--- src/rtl/ucount_capture_pkg.sv ---
// rtl/ucount_capture_pkg.sv - shared widths and capture-record type for ucount_capture
package ucount_capture_pkg;

  localparam int CNT_W           = 16;
  localparam int EPOCH_W_DEFAULT = 8;

  typedef struct packed {
    logic [EPOCH_W_DEFAULT-1:0] epoch;
    logic [CNT_W-1:0]           count;
  } cap_rec_t;

endpackage

--- src/rtl/ucap_fifo.sv ---
// rtl/ucap_fifo.sv - show-ahead synchronous FIFO with level, full/empty and drop indication
module ucap_fifo #(
  parameter int DEPTH = 4,
  parameter int W     = 24,
  localparam int AW   = $clog2(DEPTH),
  localparam int LW   = AW + 1
) (
  input  logic          clk,
  input  logic          reset,
  input  logic          push_i,
  input  logic          pop_i,
  input  logic [W-1:0]  wdata_i,
  output logic [W-1:0]  rdata_o,
  output logic [LW-1:0] level_o,
  output logic          full_o,
  output logic          empty_o,
  output logic          drop_o
);

  logic [W-1:0]  mem_q [DEPTH];
  logic [AW-1:0] wr_ptr_q, wr_ptr_d;
  logic [AW-1:0] rd_ptr_q, rd_ptr_d;
  logic [LW-1:0] level_q, level_d;
  logic          do_push, do_pop;

  assign empty_o = (level_q == '0);
  assign full_o  = (level_q == LW'(DEPTH));

  // A pop frees a slot in the same cycle, so a full FIFO still accepts a coincident push.
  assign do_pop  = pop_i & ~empty_o;
  assign do_push = push_i & (~full_o | do_pop);
  assign drop_o  = push_i & full_o & ~do_pop;

  always_comb begin
    wr_ptr_d = wr_ptr_q;
    rd_ptr_d = rd_ptr_q;
    level_d  = level_q + LW'(do_push) - LW'(do_pop);
    if (do_push) wr_ptr_d = wr_ptr_q + AW'(1);
    if (do_pop)  rd_ptr_d = rd_ptr_q + AW'(1);
  end

  always_ff @(posedge clk) begin
    if (reset) begin
      wr_ptr_q <= '0;
      rd_ptr_q <= '0;
      level_q  <= '0;
    end else begin
      wr_ptr_q <= wr_ptr_d;
      rd_ptr_q <= rd_ptr_d;
      level_q  <= level_d;
    end
  end

  always_ff @(posedge clk) begin
    if (do_push) mem_q[wr_ptr_q] <= wdata_i;
  end

  assign rdata_o = empty_o ? '0 : mem_q[rd_ptr_q];
  assign level_o = level_q;

endmodule

--- src/rtl/ucount_capture.sv ---
// rtl/ucount_capture.sv - compare/capture timer peripheral built on a free-running 16-bit counter
module ucount_capture
  import ucount_capture_pkg::*;
#(
  parameter int FIFO_DEPTH = 4,
  parameter int EPOCH_W    = EPOCH_W_DEFAULT
) (
  input  logic                          clk,
  input  logic                          reset,
  input  logic [CNT_W-1:0]              dcount_15,
  input  logic                          overflow,
  input  logic [CNT_W-1:0]              cmp_val,
  input  logic                          cmp_load,
  input  logic                          cmp_en,
  input  logic                          cap_trig,
  input  logic                          rd_en,
  input  logic                          clr_lost,
  output logic                          match,
  output logic [EPOCH_W-1:0]            epoch,
  output logic [EPOCH_W+CNT_W-1:0]      cap_data,
  output logic                          cap_valid,
  output logic [$clog2(FIFO_DEPTH):0]   fifo_level,
  output logic                          cap_lost
);

  logic               ovf_q, trig_q, eq_q;
  logic               match_q, match_d;
  logic [EPOCH_W-1:0] epoch_q, epoch_d;
  logic [CNT_W-1:0]   cmp_q, cmp_d;
  logic               lost_q, lost_d;
  logic               ovf_rise, trig_rise, eq;
  logic               fifo_full, fifo_empty, fifo_drop;

  assign ovf_rise  = overflow & ~ovf_q;
  assign trig_rise = cap_trig & ~trig_q;
  assign eq        = cmp_en & (dcount_15 == cmp_q);

  always_comb begin
    epoch_d = epoch_q + EPOCH_W'(ovf_rise);
    cmp_d   = cmp_load ? cmp_val : cmp_q;
    match_d = eq & ~eq_q;
    lost_d  = lost_q;
    // A drop in the same cycle as clr_lost must not be lost, so set wins.
    if (clr_lost)  lost_d = 1'b0;
    if (fifo_drop) lost_d = 1'b1;
  end

  always_ff @(posedge clk) begin
    if (reset) begin
      ovf_q   <= 1'b0;
      trig_q  <= 1'b0;
      eq_q    <= 1'b0;
      match_q <= 1'b0;
      epoch_q <= '0;
      cmp_q   <= '0;
      lost_q  <= 1'b0;
    end else begin
      ovf_q   <= overflow;
      trig_q  <= cap_trig;
      eq_q    <= eq;
      match_q <= match_d;
      epoch_q <= epoch_d;
      cmp_q   <= cmp_d;
      lost_q  <= lost_d;
    end
  end

  // The record carries the pre-increment epoch when an overflow edge coincides.
  ucap_fifo #(
    .DEPTH (FIFO_DEPTH),
    .W     (EPOCH_W + CNT_W)
  ) u_fifo (
    .clk     (clk),
    .reset   (reset),
    .push_i  (trig_rise),
    .pop_i   (rd_en),
    .wdata_i ({epoch_q, dcount_15}),
    .rdata_o (cap_data),
    .level_o (fifo_level),
    .full_o  (fifo_full),
    .empty_o (fifo_empty),
    .drop_o  (fifo_drop)
  );

  assign match     = match_q;
  assign epoch     = epoch_q;
  assign cap_valid = ~fifo_empty;
  assign cap_lost  = lost_q;

endmodule
--- config.mk ---
export PLATFORM = sky130hd
export DESIGN_NAME = ucount_capture
export DESIGN_NICKNAME = d
export VERILOG_FILES = /design/src/rtl/ucount_capture_pkg.sv /design/src/rtl/ucap_fifo.sv /design/src/rtl/ucount_capture.sv
export SDC_FILE = /design/constraint.sdc
export NUM_CORES = 1
export LEC_CHECK = 0
export BUFFER_PORTS_ARGS = -buffer_cell sky130_fd_sc_hd__buf_2
export CORE_ASPECT_RATIO = 1.1
export CORE_MARGIN = 1
export CORE_UTILIZATION = 35
export CTS_BUF_LIST = sky130_fd_sc_hd__clkbuf_4 sky130_fd_sc_hd__clkbuf_8
export CTS_CLUSTER_DIAMETER = 40
export DETAILED_ROUTE_END_ITERATION = 16
export GPL_ROUTABILITY_DRIVEN = 1
export PLACE_DENSITY = 0.6
export SLEW_MARGIN = 10
export SYNTH_ARGS = -nofsm -noshare
export SYNTH_HDL_FRONTEND = slang
export SYNTH_SLANG_ARGS = --single-unit
export TNS_END_PERCENT = 20
--- constraint.sdc ---
create_clock -name clk -period 1.79 [get_ports clk]
set_input_delay 0.179 -clock clk [delete_from_list [all_inputs] [get_ports clk]]
set_output_delay 0.179 -clock clk [all_outputs]
set_load 0.01 [all_outputs]
=== Word level (Yosys, flattened, before mapping) ===
Memories as Yosys holds them, arrays and structs flattened. A register that Yosys moved wholly into a read port is not among the register bits.
Cells that the tools add are included.
W data, S select, Z words.

* Register bits after elaboration: 36
* Bits in latches: 0
* RAM bits: 96
* Memory bits (read-only): 0
* Logic and storage cells: 42
* Memories kept: 1

{| class="wikitable"
|+ Memories
! memory !! depth !! bits a word !! rd ports !! clocked after memory_dff !! write ports !! line !! source
|-
| u_fifo.mem_q || 4 || 24 || 1 || 1 || 1 || ucap_fifo.sv:20 || <nowiki>logic [W-1:0] mem_q [DEPTH];</nowiki>
|}

* Add/subtract/negate cells: 5
* Multipliers: 0
* Div/mod/pow operators: 0
* Order comparisons: 0
* Equality and inequality tests: 2
* Shifts and indexed selects: 0
* Multiplexer cells: 7
* Bitwise logic cells: 15
* Reduce and logical (&&, ||, !) cells: 2

{| class="wikitable"
|+ Operator list
! operator !! count
|-
| $mux W24 || 1
|-
| $eq A16 B16 Y1 || 1
|-
| $add A8 B1 Y8 || 1
|-
| $and A1 B1 Y1 || 8
|-
| $not A1 Y1 || 6
|-
| $add A2 B1 Y2 const B || 2
|-
| $mux W1 || 4
|-
| $mux W2 || 2
|-
| $add A3 B1 Y3 || 1
|-
| $eq A3 B3 Y1 const B || 1
|-
| $logic_not A3 Y1 || 1
|-
| $sub A3 B1 Y3 || 1
|-
| $reduce_bool A2 Y1 || 1
|-
| $or A1 B1 Y1 || 1
|}

=== Logic depth before layout (Yosys ltp) ===
* Word-level depth: 7
* Gate-level depth with buffers: 10
* Depth with buffers taken out: 9

=== Cells and area by module ===
A second synthesis with hierarchy kept.

* Cells, all modules: 328
* Area, all modules: 5337.6 um^2

{| class="wikitable"
|+ Modules (own cells, without submodules)
! module !! times used !! cells each !! area each (um^2) !! seq. area each (um^2)
|-
| ucap_fifo || 1 || 201 || 4108.9 || 3062.9
|-
| ucount_capture || 1 || 127 || 1228.7 || 580.6
|}

=== Least setup slack after synthesis ===
No wires, ideal clock.

* Path kind: flip-flop to flip-flop
* Start point: register u_fifo.level_q[1], in the netlist u_fifo.level_o[1]
* End point: memory u_fifo.mem_q[0][0] (enable)
* Arrival: 1.571 ns
* Slack: -0.164 ns
* Cell stages (with the launch flop): 4
* Path buffers: 0
* Period minus slack after synthesis: 1.954 ns
* Cells stage by stage: dfxtp_1 > nor4b_2 > nor3b_2 > and2_1

* Longest elaborated chain between the ends: 7
* Elaborated cells on any way between the ends: 9
* Classes of those cells: eq/ne: 1; mux: 2; bitwise: 5; reduce/logical: 1

{| class="wikitable"
|+ Ends and longest elaborated chain
! element !! line !! source
|-
| start, declared || ucap_fifo.sv:23 || <nowiki>logic [LW-1:0] level_q, level_d;</nowiki>
|-
| start signal, assigned || ucap_fifo.sv:50 || <nowiki>level_q <= level_d;</nowiki>
|-
| $logic_not A3 Y1 || ucap_fifo.sv:26 || <nowiki>assign empty_o = (level_q == '0);</nowiki>
|-
| $not A1 Y1 || ucap_fifo.sv:30 || <nowiki>assign do_pop = pop_i & ~empty_o;</nowiki>
|-
| $and A1 B1 Y1 || ucap_fifo.sv:30 ||
|-
| $or A1 B1 Y1 (*) || ucap_fifo.sv:31 || <nowiki>assign do_push = push_i & (~full_o | do_pop);</nowiki>
|-
| $and A1 B1 Y1 (*) || ucap_fifo.sv:31 ||
|-
| via u_fifo.do_push || ucap_fifo.sv:24 || <nowiki>logic do_push, do_pop;</nowiki>
|-
| $mux W1 (*) || ucap_fifo.sv:55 || <nowiki>if (do_push) mem_q[wr_ptr_q] <= wdata_i;</nowiki>
|-
| $mux W1 (not written as such) (*) || ucap_fifo.sv:55 ||
|-
| end, declared || ucap_fifo.sv:20 ||
|}

Mark *: on every way through the listed nets, which the timed path passes. The rest lies on a longest branch.

==> metrics.md <==
| Metric | Value |
|---|---|
| Aggregate global routing overflow | 0 |
| Arrival time of data at the critical path endpoint | between 1.5 and 2 ns |
| Bufs on Longest Clock Path | 2 |
| Switching Fraction | 0.257 |
| Worst hold-check path type | in2reg |
| Power share of the sequential group | 0.393 |
| Number of cells produced by synthesis | 317 |
| Share of total power in combinational logic | 0.295 |
| Post-route clock period utilization | 1.11 |
| Sequential share of the synthesized area | 0.686 |
| Highest attainable clock frequency | 0.503 GHz |
| Maximum Capacitance Violations | 0 |
| Rel. slew slack | 0.625 |
| Total net switching power | roughly 2.4 mW |
| Syn_nets | approximately 370 |
| Library cells used by synthesis | 31 |
| Met2 capacity usage during global routing | 0.251 |
| Port Buffers | just under 80 |
| Num CTS Buffers | 17 |
| Fraction of final layout cells with drive strength greater than 1 | 0.377 |
| Number of warnings printed during yosys synthesis | 0 |
| Drt via density | 4.64 |
| Unrepaired setup endpoints after global routing | true |
| WHS | 0.0365 ns |
| Element type at the critical path end | output port |
| Global-route usage over all layers | 0.146 |
| Post-detailed-routing wire length | 10700 um |
| Die width | around 120 um |
| Peak-usage layer in the global routing report | met2 |
| Net count of the finished layout | 494 |
| Antenna fix cells | 0 |
| Data required time of the critical path | 1.61 ns |
| Largest net degree at the start of global routing | 37 |
| Final weighted congestion in routability-driven placement | roughly 0.73 |
| Crit path kind | reg2out |
| Remaining antenna violation count after routing | 0 |
| P_int | between 6 and 7 mW |
| Post-route DRC violation count | 0 |
| Setup tns final | -4.13 ns |
| Setup-failing EPs final | 25 |
| Standard-cell rows | 46 |
| Clock insertion delay at the later pin of the skew report | 0.43 ns |
| Core box area | 0.0146 sq mm |
| Flip-flop and latch count after synthesis | between 100 and 150 |
| Placed Area | 0.00604 sq mm |
| Count of routing violations after the opening detailed-route iteration | 106 |
| Count of pins on the block boundary | between 70 and 80 |
| Power per Cell Area | 1330 mW/mm^2 |
| Floorplan die area | 0.0157 sq mm |
| HPWL after DPL | about 6700 um |
| Count of endpoints failing hold in the final timing report | 0 |
| Clock network power share | 0.312 |
| Tightest Pin Transition | approximately 0.56 ns |
| Final number of max-transition violations | 0 |
| Wire length of the first global-routing pass | ~17000 um |
| Clock Sink Count | 134 |
| Final cell area excluding filler cells | 0.00704 sq mm |
| CTS H-Tree Depth | 4 |
| CTS tree | yes |
| Initial antenna violation count | 0 |
| Post-CTS setup repair buffer count | 0 |
| GR met1 Demand/Resource | 0.165 |
| Post-layout minimum cycle time | 1.99 ns |
| Synth-to-layout area growth | 32.6% |
| Max Fanout on Critical Path | 7 |
| Avg WL per Cell | between 15 and 20 um |
| Mean area per synthesized cell | 16.8 sq um |
| Root buffer cell | sky130_fd_sc_hd__clkbuf_8 |
| DR vias | 3023 |
| Type of element launching the critical path | flop |
| Final clock skew | 0.0100 ns |
| Leak | roughly 2.7 nW |
| Final WS setup | -0.197 ns |
| Vias in the first global route | ~3200 |
| Initial core utilization | 0.363 |
| Violations in the final reports | setup timing |
| Area of the mapped netlist | 0.00531 sq mm |
| Peak VDD IR | 0.545 mV |
| Vertical die dimension | 131 um |
| Most frequent cells in the layout | sky130_fd_sc_hd__edfxtp_1 (96), sky130_fd_sc_hd__buf_2 (59), sky130_fd_sc_hd__dfxtp_1 (34), sky130_fd_sc_hd__dlygate4sd3_1 (34), sky130_fd_sc_hd__nor2_1 (32) |
| Most common library cell in the layout ignoring fill and taps | sky130_fd_sc_hd__edfxtp_1 |
| Status | finished, violations left |
| Pre-antenna DRT Iters | 4 |
| Clk slew on worst S/H paths | approximately 0.070 ns |
| Grt met3 use | 0.0443 |
## state kept, by name, indices dropped and copies added, names as in the netlist, named ones only
register	cells
u_fifo.mem_q	96
cmp_q	16
epoch	8
u_fifo.level_o	3
u_fifo.rd_ptr_q	2
u_fifo.wr_ptr_q	2
cap_lost	1
eq_q	1
match	1
ovf_q	1
trig_q	1
## Yosys cell counts (all sizes together)
cell / instances / area, sq um
mux2i: 18 / 180
nand3b: 1 / 7.51
ha: 7 / 87.6
nor2b: 6 / 37.5
buf: 11 / 87.6
edfxtp: 96 / 2880
nor3b: 2 / 20.0
or3: 1 / 6.26
nand4: 2 / 12.5
fa: 1 / 20.0
a21oi: 1 / 5.00
nor2: 32 / 120
and3: 2 / 12.5
nand3: 6 / 30.0
nand2b: 1 / 6.26
nor4b: 1 / 15.0
nand2: 1 / 6.26
mux4: 24 / 556
clkbuf: 4 / 15.0
and2: 28 / 175
nor4: 2 / 12.5
inv: 3 / 11.3
xor2: 20 / 175
dfxtp: 38 / 761
xnor2: 7 / 61.3
nor3: 2 / 10.0
## repair_timing
action                                 CTS  global route
hold buffers                            34             0
gates cloned                             0             1
gates resized for setup                 32            18
setup endpoints to repair               26            26
pin swaps                                2             7
endpoints found under the hold margin   82             0
## metrics by stage
step,setup WS (ns),utilization,std cells,total power [mW]
2_1_floorplan,-0.163,-,317,5.07
3_3_place_gp,0.0332,0.413,584,5.87
3_5_place_dp,-0.0474,0.413,584,5.91
4_1_cts,-0.255,0.475,650,9.25
5_1_grt,-0.271,0.482,651,9.83
6_report,-0.197,0.482,651,9.38
## kinds of logic after synthesis
family	share of synthesized area
and+or+nand+nor	0.0888
DFF	0.686
adders and majority gates	0.0202
AOI/OAI and AO/OA	0.000941
xor gates and xnor gates	0.0445
buffers and inverters	0.0214
muxes	0.138
## path summary, 6_finish.rpt
| path | to | slack, ns | depth (start not counted) | start |
|---|---|---|---|---|
| worst max register to register | u_fifo.level_o[2] | -0.02 | 9 | u_fifo.level_o[0] |
| worst min-delay path | cmp_q[14] | 0.04 | 3 | cmp_val[14] |
| worst min register to register | match | 0.40 | 1 | eq_q |
| worst max-delay path | cap_data[5] | -0.20 | 4 | flop |
## critical path: stages, from the launching register on
cell and delay, ns:
sky130_fd_sc_hd__dfxtp_4 0.43, sky130_fd_sc_hd__buf_12 0.15, sky130_fd_sc_hd__mux4_2 0.51, sky130_fd_sc_hd__and2_4 0.18, sky130_fd_sc_hd__buf_6 0.11
## cell type report
type / instances / area, sq um
multi-input combinational: 165 / 1610
timing repair buffer: 125 / 1060
sequential: 134 / 3650
tap: 192 / 240
inverter: 3 / 11.3
fill: 1293 / 7570
clock buffer: 18 / 241
clock inverter: 14 / 230
## power groups by stage
stage                     registers (mW)  logic, mW  clock network (mW)
after floorplan                     3.71       1.36                   0
after global routing                3.70       2.99                3.13
after detailed placement            3.73       2.18                   0
after global placement              3.71       2.16                   0
final                               3.68       2.77                2.93
after CTS                           3.67       2.58                3.00
## metal layers
metal  wire length (um)  up-vias
li1                   -     1426
met1               4330     1520
met2               5730       62
met3                415       15
met4                208        0
met5                  0        -
(Power assumes the default switching activity.)
